<file path="src/rtl/gray_pkg.sv">
// Shared types and Gray/binary conversion helpers for the Gray-count receiver.
// Conversions operate on a fixed maximum width; narrower values are zero-extended.
package gray_pkg;

    localparam int GRAY_MAX_W = 32;

    typedef enum logic {
        FILL = 1'b0,
        RUN  = 1'b1
    } rx_state_t;

    function automatic logic [GRAY_MAX_W-1:0] bin2gray(input logic [GRAY_MAX_W-1:0] b);
        return b ^ (b >> 1);
    endfunction

    // Leading zeros leave the prefix XOR unchanged, so this works for any width up to the maximum.
    function automatic logic [GRAY_MAX_W-1:0] gray2bin(input logic [GRAY_MAX_W-1:0] g);
        logic [GRAY_MAX_W-1:0] b;
        b[GRAY_MAX_W-1] = g[GRAY_MAX_W-1];
        for (int i = GRAY_MAX_W-2; i >= 0; i--) begin
            b[i] = b[i+1] ^ g[i];
        end
        return b;
    endfunction

endpackage

</file>
<file path="src/rtl/sync_ff.sv">
// Multi-flop clock-domain-crossing synchronizer for a Gray-coded bus.
// Kept as its own module so CDC timing constraints can target its instance.
module sync_ff #(
    parameter int W      = 8,
    parameter int STAGES = 2
) (
    input  logic         clk,
    input  logic         rst,
    input  logic [W-1:0] d,
    output logic [W-1:0] q
);

    logic [W-1:0] stage_q [STAGES];

    always_ff @(posedge clk) begin
        if (rst) begin
            for (int i = 0; i < STAGES; i++) begin
                stage_q[i] <= '0;
            end
        end else begin
            stage_q[0] <= d;
            for (int i = 1; i < STAGES; i++) begin
                stage_q[i] <= stage_q[i-1];
            end
        end
    end

    assign q = stage_q[STAGES-1];

endmodule

</file>
<file path="src/rtl/gray_cnt_rx.sv">
// Receives a Gray-coded count from a foreign clock domain and turns each count
// step into one event, handed out through a valid/ready interface with a saturating backlog.
module gray_cnt_rx
    import gray_pkg::*;
#(
    parameter int W           = 8,
    parameter int SYNC_STAGES = 2
) (
    input  logic         clk,
    input  logic         rst,
    input  logic [W-1:0] gray_in,
    input  logic         ev_ready,
    input  logic         clr_ovf,
    output logic         ev_valid,
    output logic [W-1:0] cnt_out,
    output logic [W-1:0] pending,
    output logic         ovf
);

    logic [W-1:0] sync_q;
    logic [W-1:0] bin;
    logic [W-1:0] delta;
    logic [W:0]   pend_sum;
    logic         sat;
    logic         consume;

    rx_state_t    state_q, state_d;
    logic [2:0]   fill_q, fill_d;
    logic         fill_done;
    logic         run_en;
    logic [W-1:0] cnt_q;
    logic [W-1:0] last_q, last_d;
    logic [W-1:0] pend_q, pend_d;
    logic         ovf_q, ovf_d;

    sync_ff #(
        .W      (W),
        .STAGES (SYNC_STAGES)
    ) u_sync (
        .clk (clk),
        .rst (rst),
        .d   (gray_in),
        .q   (sync_q)
    );

    assign bin       = W'(gray2bin(GRAY_MAX_W'(sync_q)));
    assign fill_done = (fill_q == 3'(SYNC_STAGES));

    // Modular subtraction absorbs source wrap-around; bit W of the sum flags saturation.
    assign delta    = bin - last_q;
    assign consume  = ev_valid & ev_ready;
    assign pend_sum = {1'b0, pend_q} + {1'b0, delta} - (W+1)'(consume);
    assign sat      = pend_sum[W];

    always_ff @(posedge clk) begin
        if (rst) begin
            state_q <= FILL;
        end else begin
            state_q <= state_d;
        end
    end

    always_comb begin
        state_d = state_q;
        case (state_q)
            FILL:    if (fill_done) state_d = RUN;
            RUN:     state_d = RUN;
            default: state_d = FILL;
        endcase
    end

    always_comb begin
        run_en   = (state_q == RUN);
        ev_valid = (state_q == RUN) && (pend_q != '0);
    end

    always_comb begin
        fill_d = fill_q;
        last_d = last_q;
        pend_d = pend_q;
        ovf_d  = ovf_q & ~clr_ovf;
        if (!run_en) begin
            if (!fill_done) begin
                fill_d = 3'(fill_q + 3'd1);
            end else begin
                last_d = bin;
            end
        end else begin
            last_d = bin;
            pend_d = sat ? '1 : pend_sum[W-1:0];
            // A new overflow outranks a simultaneous clear.
            if (sat) ovf_d = 1'b1;
        end
    end

    always_ff @(posedge clk) begin
        if (rst) begin
            fill_q <= '0;
            cnt_q  <= '0;
            last_q <= '0;
            pend_q <= '0;
            ovf_q  <= 1'b0;
        end else begin
            fill_q <= fill_d;
            cnt_q  <= bin;
            last_q <= last_d;
            pend_q <= pend_d;
            ovf_q  <= ovf_d;
        end
    end

    assign cnt_out = cnt_q;
    assign pending = pend_q;
    assign ovf     = ovf_q;

endmodule

</file>
<file path="config.mk">
export PLATFORM = sky130hd
export DESIGN_NAME = gray_cnt_rx
export DESIGN_NICKNAME = d
export VERILOG_FILES = /design/src/rtl/gray_pkg.sv /design/src/rtl/sync_ff.sv /design/src/rtl/gray_cnt_rx.sv
export SDC_FILE = /design/constraint.sdc
export NUM_CORES = 1
export LEC_CHECK = 0
export CELL_PAD_IN_SITES_DETAIL_PLACEMENT = 0
export CELL_PAD_IN_SITES_GLOBAL_PLACEMENT = 2
export CORE_MARGIN = 2
export CORE_UTILIZATION = 30
export DETAILED_ROUTE_END_ITERATION = 8
export PLACE_DENSITY_LB_ADDON = 0.1
export RECOVER_POWER = 50
export SETUP_SLACK_MARGIN = 0.4
export SLEW_MARGIN = 30
export SYNTH_ARGS = -nofsm -noshare
export SYNTH_HDL_FRONTEND = slang
export SYNTH_HIERARCHICAL = 1
export SYNTH_SLANG_ARGS = --single-unit
</file>
<file path="constraint.sdc">
create_clock -name clk -period 4.4 [get_ports clk]
set_input_delay 0.88 -clock clk [delete_from_list [all_inputs] [get_ports clk]]
set_output_delay 0.88 -clock clk [all_outputs]
set_load 0.005 [all_outputs]
</file>
Yosys cells after proc, flatten, opt, wreduce, memory -nomap -nowiden
Memories as Yosys holds them, arrays and structs flattened.
Cells that the tools add are included.
Widths: inputs -> output; s select.
{"block": "totals", "word_cells": 42, "ff_bits": 29, "in_bits": 12, "output_inout_bits": 18, "ram_bits": 16, "memories": 1}
{"block": "op_classes", "addsub": 4, "eq_ne": 1, "reduce_logical": 4, "mux": 12, "n_bitwise": 14}
{"memory": "u_sync.stage_q", "depth": 2, "width": 8, "read_ports": 2, "rd_clocked_by_memory_dff": 0, "write_ports": 2, "line": "sync_ff.sv:13", "rtl": "logic [W-1:0] stage_q [STAGES];"}
{"operator": "$mux 8", "n": 5}
{"operator": "$add 8x8->9", "n": 1}
{"operator": "$sub 9x1->9", "n": 1}
{"operator": "$reduce_bool 8->1", "n": 1}
{"operator": "$sub 8x8->8", "n": 1}
{"operator": "$xor 1x1->1", "n": 7}
{"operator": "$mux 1", "n": 6}
{"operator": "$add 3x1->3 const B", "n": 1}
{"operator": "$eq 3x2->1 const B", "n": 1}
{"operator": "$not 1->1", "n": 3}
{"operator": "$and 1x1->1", "n": 2}
{"operator": "$or 1x1->1", "n": 2}
{"operator": "$pmux 1 s2", "n": 1}
{"operator": "$reduce_and 2->1", "n": 1}
{"operator": "$reduce_bool 2->1", "n": 1}
{"operator": "$logic_and 1x1->1", "n": 1}

Logic depth before layout (Yosys ltp)
{"block": "depth", "word_depth": 12, "depth_mapped": 23, "ltp_nobuf": 22}

Cells and area by module
Netlist, hierarchy kept.
{"mod": "gray_cnt_rx", "n_inst": 1, "cells_each": 221, "seq_area_each_um2": 580.6, "area_per_inst_um2": 1893.1}
{"mod": "sync_ff", "n_inst": 1, "cells_each": 41, "seq_area_each_um2": 320.3, "area_per_inst_um2": 524.3}

Worst setup path after synthesis
Ideal clock, no wire load.
{"block": "synth_path", "path_type": "register to register", "from": "mem u_sync.stage_q[1][7] (netlist: u_sync/stage_q[0][15])", "to": "reg pend_q[6] (netlist: pending[6])", "path_slack_ps": -159, "path_buffers": 1, "arrival_ps": 4464, "synth_period_minus_slack_ps": 4559, "stages_incl_launch_ff": 23, "setup_time_ps": 95, "t_required_ps": 4305, "cell_sequence": "dfxtp_1 buf_4 xor3_2 xnor2_4 xnor2_4 xnor2_1 ha_1 inv_1 fa_1 a21oi_1 nor2_1 nor2_1 o21bai_1 a21oi_1 xor2_1 ha_1 inv_1 ha_1 a211o_1 o221ai_1 xnor2_1 nor2_1 a221oi_1"}
{"item": "start: declaration", "line": "sync_ff.sv:13"}
{"item": "end signal: assignment", "line": "gray_cnt_rx.sv:107", "rtl": "pend_q <= pend_d;"}
{"item": "end: declaration", "line": "gray_cnt_rx.sv:33", "rtl": "logic [W-1:0] pend_q, pend_d;"}

==> key figures <==
Placed design
  • Place WS: 0.00164 ns
  • Routability congestion estimate: 0.720
  • Port Buffers: 29
  • DP Area: 2920 µm²
  • Post-DP HPWL: 3390 µm

Synthesis
  • Synth Register Bits: 45
  • Synth Cell Area: 2420 µm²
  • Post-synth ARST share: 0%
  • Post-synthesis sequential area ratio: 37.3%
  • Synth cell types: 34
  • Main flop type after synthesis: dfxtp_1
  • Syn_nets: 301
  • Synthesis Warnings: 6
  • Mapped Cells: 262
  • Synth Area in Adders: 14.6%
  • Xor and xnor area share after synthesis: 10.9%
  • Mapped Avg Cell Area: 9.23 µm²
  • Simple-Gate Fraction of Synth Area: 14.6%
  • Fraction of synthesized area in multiplexers: 0%
  • Main combinational cell family by area after synthesis: adder cells
  • Post-synth EDFFs: 0
  • Post-synthesis compound-gate area fraction: 12.6%

Worst setup path
  • Worst EP required: 4.62 ns
  • Reg2Reg Depth: 22
  • CP endpoint kind: flip-flop
  • Critical path class: reg -> reg
  • CP Cell Sequence: xor3_2 -> xnor2_4 -> xnor2_4 -> buf_6 -> xor2_2 -> buf_4 -> fa_2 -> a21oi_2 -> nor2_1 -> nor2_1 -> o21bai_1 -> a21oi_1 -> xor2_1 -> ha_2 -> inv_2 -> ha_4 -> a211o_1 -> o221ai_2 -> xnor2_2 -> buf_6 -> nor2_2 -> a211oi_2
  • Startpoint types: flip-flop
  • Buf+Inv Stages, Crit Path: 4
  • Slowest cell on crit path: xor3_2
  • Data arrival, critical path: 4.54 ns
  • Crit Path Max Fanout: 5
  • Slowest Stage Delay on Critical Path: 0.48 ns
  • Top delay family on crit path: XOR/XNOR gates
  • CP Depth: 22

Timing
  • Final setup fails: 0
  • Setup TNS: 0 ns
  • Crit path time final: 4.32 ns
  • Setup slack after layout: 0.0813 ns
  • Max-slew violations: 0
  • Slew of the pin with the lowest slew margin: 0.939 ns
  • Final Cycle Share: 98.2%
  • Hold Fails Final Rpt: 0
  • RSZ-0062 raised after global routing: yes
  • Rel. slew slack: 37.4%
  • Clock skew: 0.00357 ns
  • Max Freq: 232 MHz

CTS
  • Clk Latency, worst-skew pair: 0.30 ns
  • Clk buf depth: 2
  • Hold Buf Count CTS: 0
  • # H-tree levels: 2
  • CTS tree: done
  • Total CTS buffers: 5
  • Clock sinks: 45
  • Reg clk slew, reported paths: 0.09 ns
  • Clock Root Buffer: clkbuf_8

Min path
  • Worst Hold Depth: 1
  • Hold WC Path Type: reg -> reg

Layout
  • Commonest non-fill, non-tap cell in the layout: dfxtp_1
  • Final core occ: 40.6%
  • Nets: 349
  • Most frequent cells in the layout: dfxtp_1, inv_1, clkdlybuf4s50_1, buf_4, nor2_1
  • Layout area overhead: 30.5%
  • Share of cells above drive strength 1: 25.7%
  • Fin area: 3160 µm²
  • ANT cells: 0

Drt
  • Initial drt markers: 27
  • 1st-pass router iterations: 4
  • Drt drc: 0
  • Routed Antenna Nets: 0
  • Vias per cell: 4.25
  • Routed wire per std cell: 11.3 µm
  • Routed WL: 4660 µm
  • Vias: 1754

Floorplan
  • Die Wd: 93.8 µm
  • I/O Pins: 30
  • Die area: 8790 µm²
  • Placeable Area: 7770 µm²
  • Row count: 32
  • Die Height: 93.8 µm
  • Initial core utilization: 31.1%

Run status
  • Status: completed

Global routing
  • Largest net degree at the start of global routing: 46
  • Vias in the first global route: 1720
  • GRT Util Overall: 11.3%
  • Initial antenna violation count: 0
  • First-pass GRT wire length: 7850 µm
  • GRT overflow: 0

Job
  • Max-Cap Viols: 0
## cells in the mapped netlist, drive strengths merged (3+ instances only)
library cell  count  share of area, %
a211oi            8               2.7
xnor2            15               7.0
a21oi            14               2.9
o21bai            3              0.93
inv              40               6.2
o21ai             7               1.4
a21o              5               1.6
ha               25                13
xor2              7               2.8
buf               9               3.0
a221oi            4               1.4
and2b             6               2.2
nor2b            16               4.9
nor2             26               4.0
nand2            10               1.6
dfxtp            45                37
clkbuf            6              0.93
## layout make-up
type / instances / area, µm²
Clock buffer: 6 / 72.6
Sequential cell: 45 / 903
Multi-Input combinational cell: 162 / 1390
Timing Repair Buffer: 56 / 495
Fill cell: 810 / 4610
Tap cell: 102 / 128
Clock inverter: 2 / 15.0
Inverter: 40 / 150
## per-layer routing
| layer | vias to the layer above | wire (µm) | GRT usage [%] |
|---|---|---|---|
| met5 | - | 0 | 0 |
| met4 | 0 | 95 | 4.11 |
| met3 | 9 | 163 | 2.41 |
| met2 | 32 | 2110 | 19.2 |
| met1 | 774 | 2280 | 14.2 |
| li1 | 939 | - | - |
## cell families after synthesis
family / after synthesis
xor+xnor: 23
simple gates: 66
flops: 45
fa+ha+maj: 27
buf+inv: 55
compound gates: 46
## metrics by stage
step / hold WS (ns) / instances
after global routing: 0.460 / 413
after detailed placement: 0.422 / 396
after CTS: 0.449 / 411
after global placement: 0.418 / 396
final: 0.443 / 413
after floorplan: 0.414 / 262
## worst register-to-register path: stages (launching register included)
cell and delay [ns]:
dfxtp_1 0.32, xor3_2 0.48, xnor2_4 0.25, xnor2_4 0.10
buf_6 0.14, xor2_2 0.17, buf_4 0.15, fa_2 0.37
a21oi_2 0.14, nor2_1 0.06, nor2_1 0.15, o21bai_1 0.09
a21oi_1 0.16, xor2_1 0.18, ha_2 0.20, inv_2 0.04
ha_4 0.20, a211o_1 0.30, o221ai_2 0.20, xnor2_2 0.17
buf_6 0.16, nor2_2 0.04, a211oi_2 0.19
## state kept, by name, summed over array words and instances (netlist names)
| signal | flops |
|---|---|
| pending | 8 |
| run_en | 1 |
| last_q | 8 |
| cnt_out | 8 |
| fill_q | 3 |
| u_sync/stage_q | 16 |
| ovf | 1 |
## worst paths after layout
check,to,slack (ns),start
max,pending[1]$_SDFFE_PP0P_,0.08,u_sync/stage_q[0][13]$_SDFF_PP0_
min reg2reg,u_sync/stage_q[0][12]$_SDFF_PP0_,0.44,u_sync/stage_q[0][4]$_SDFF_PP0_
min,u_sync/stage_q[0][12]$_SDFF_PP0_,0.44,u_sync/stage_q[0][4]$_SDFF_PP0_
max reg2reg,pending[1]$_SDFFE_PP0P_,0.08,u_sync/stage_q[0][13]$_SDFF_PP0_
## repair_timing
item | CTS | global route
buffers inserted | 7 | 2
pin swaps | 24 | 20
endpoints found under the setup margin | 9 | 9
resized for setup | 12 | 11
cloned | 0 | 0
Power is left out: the tool's default activity adds up to more than one toggle a clock period on the data nets, which glitch-free logic cannot reach.
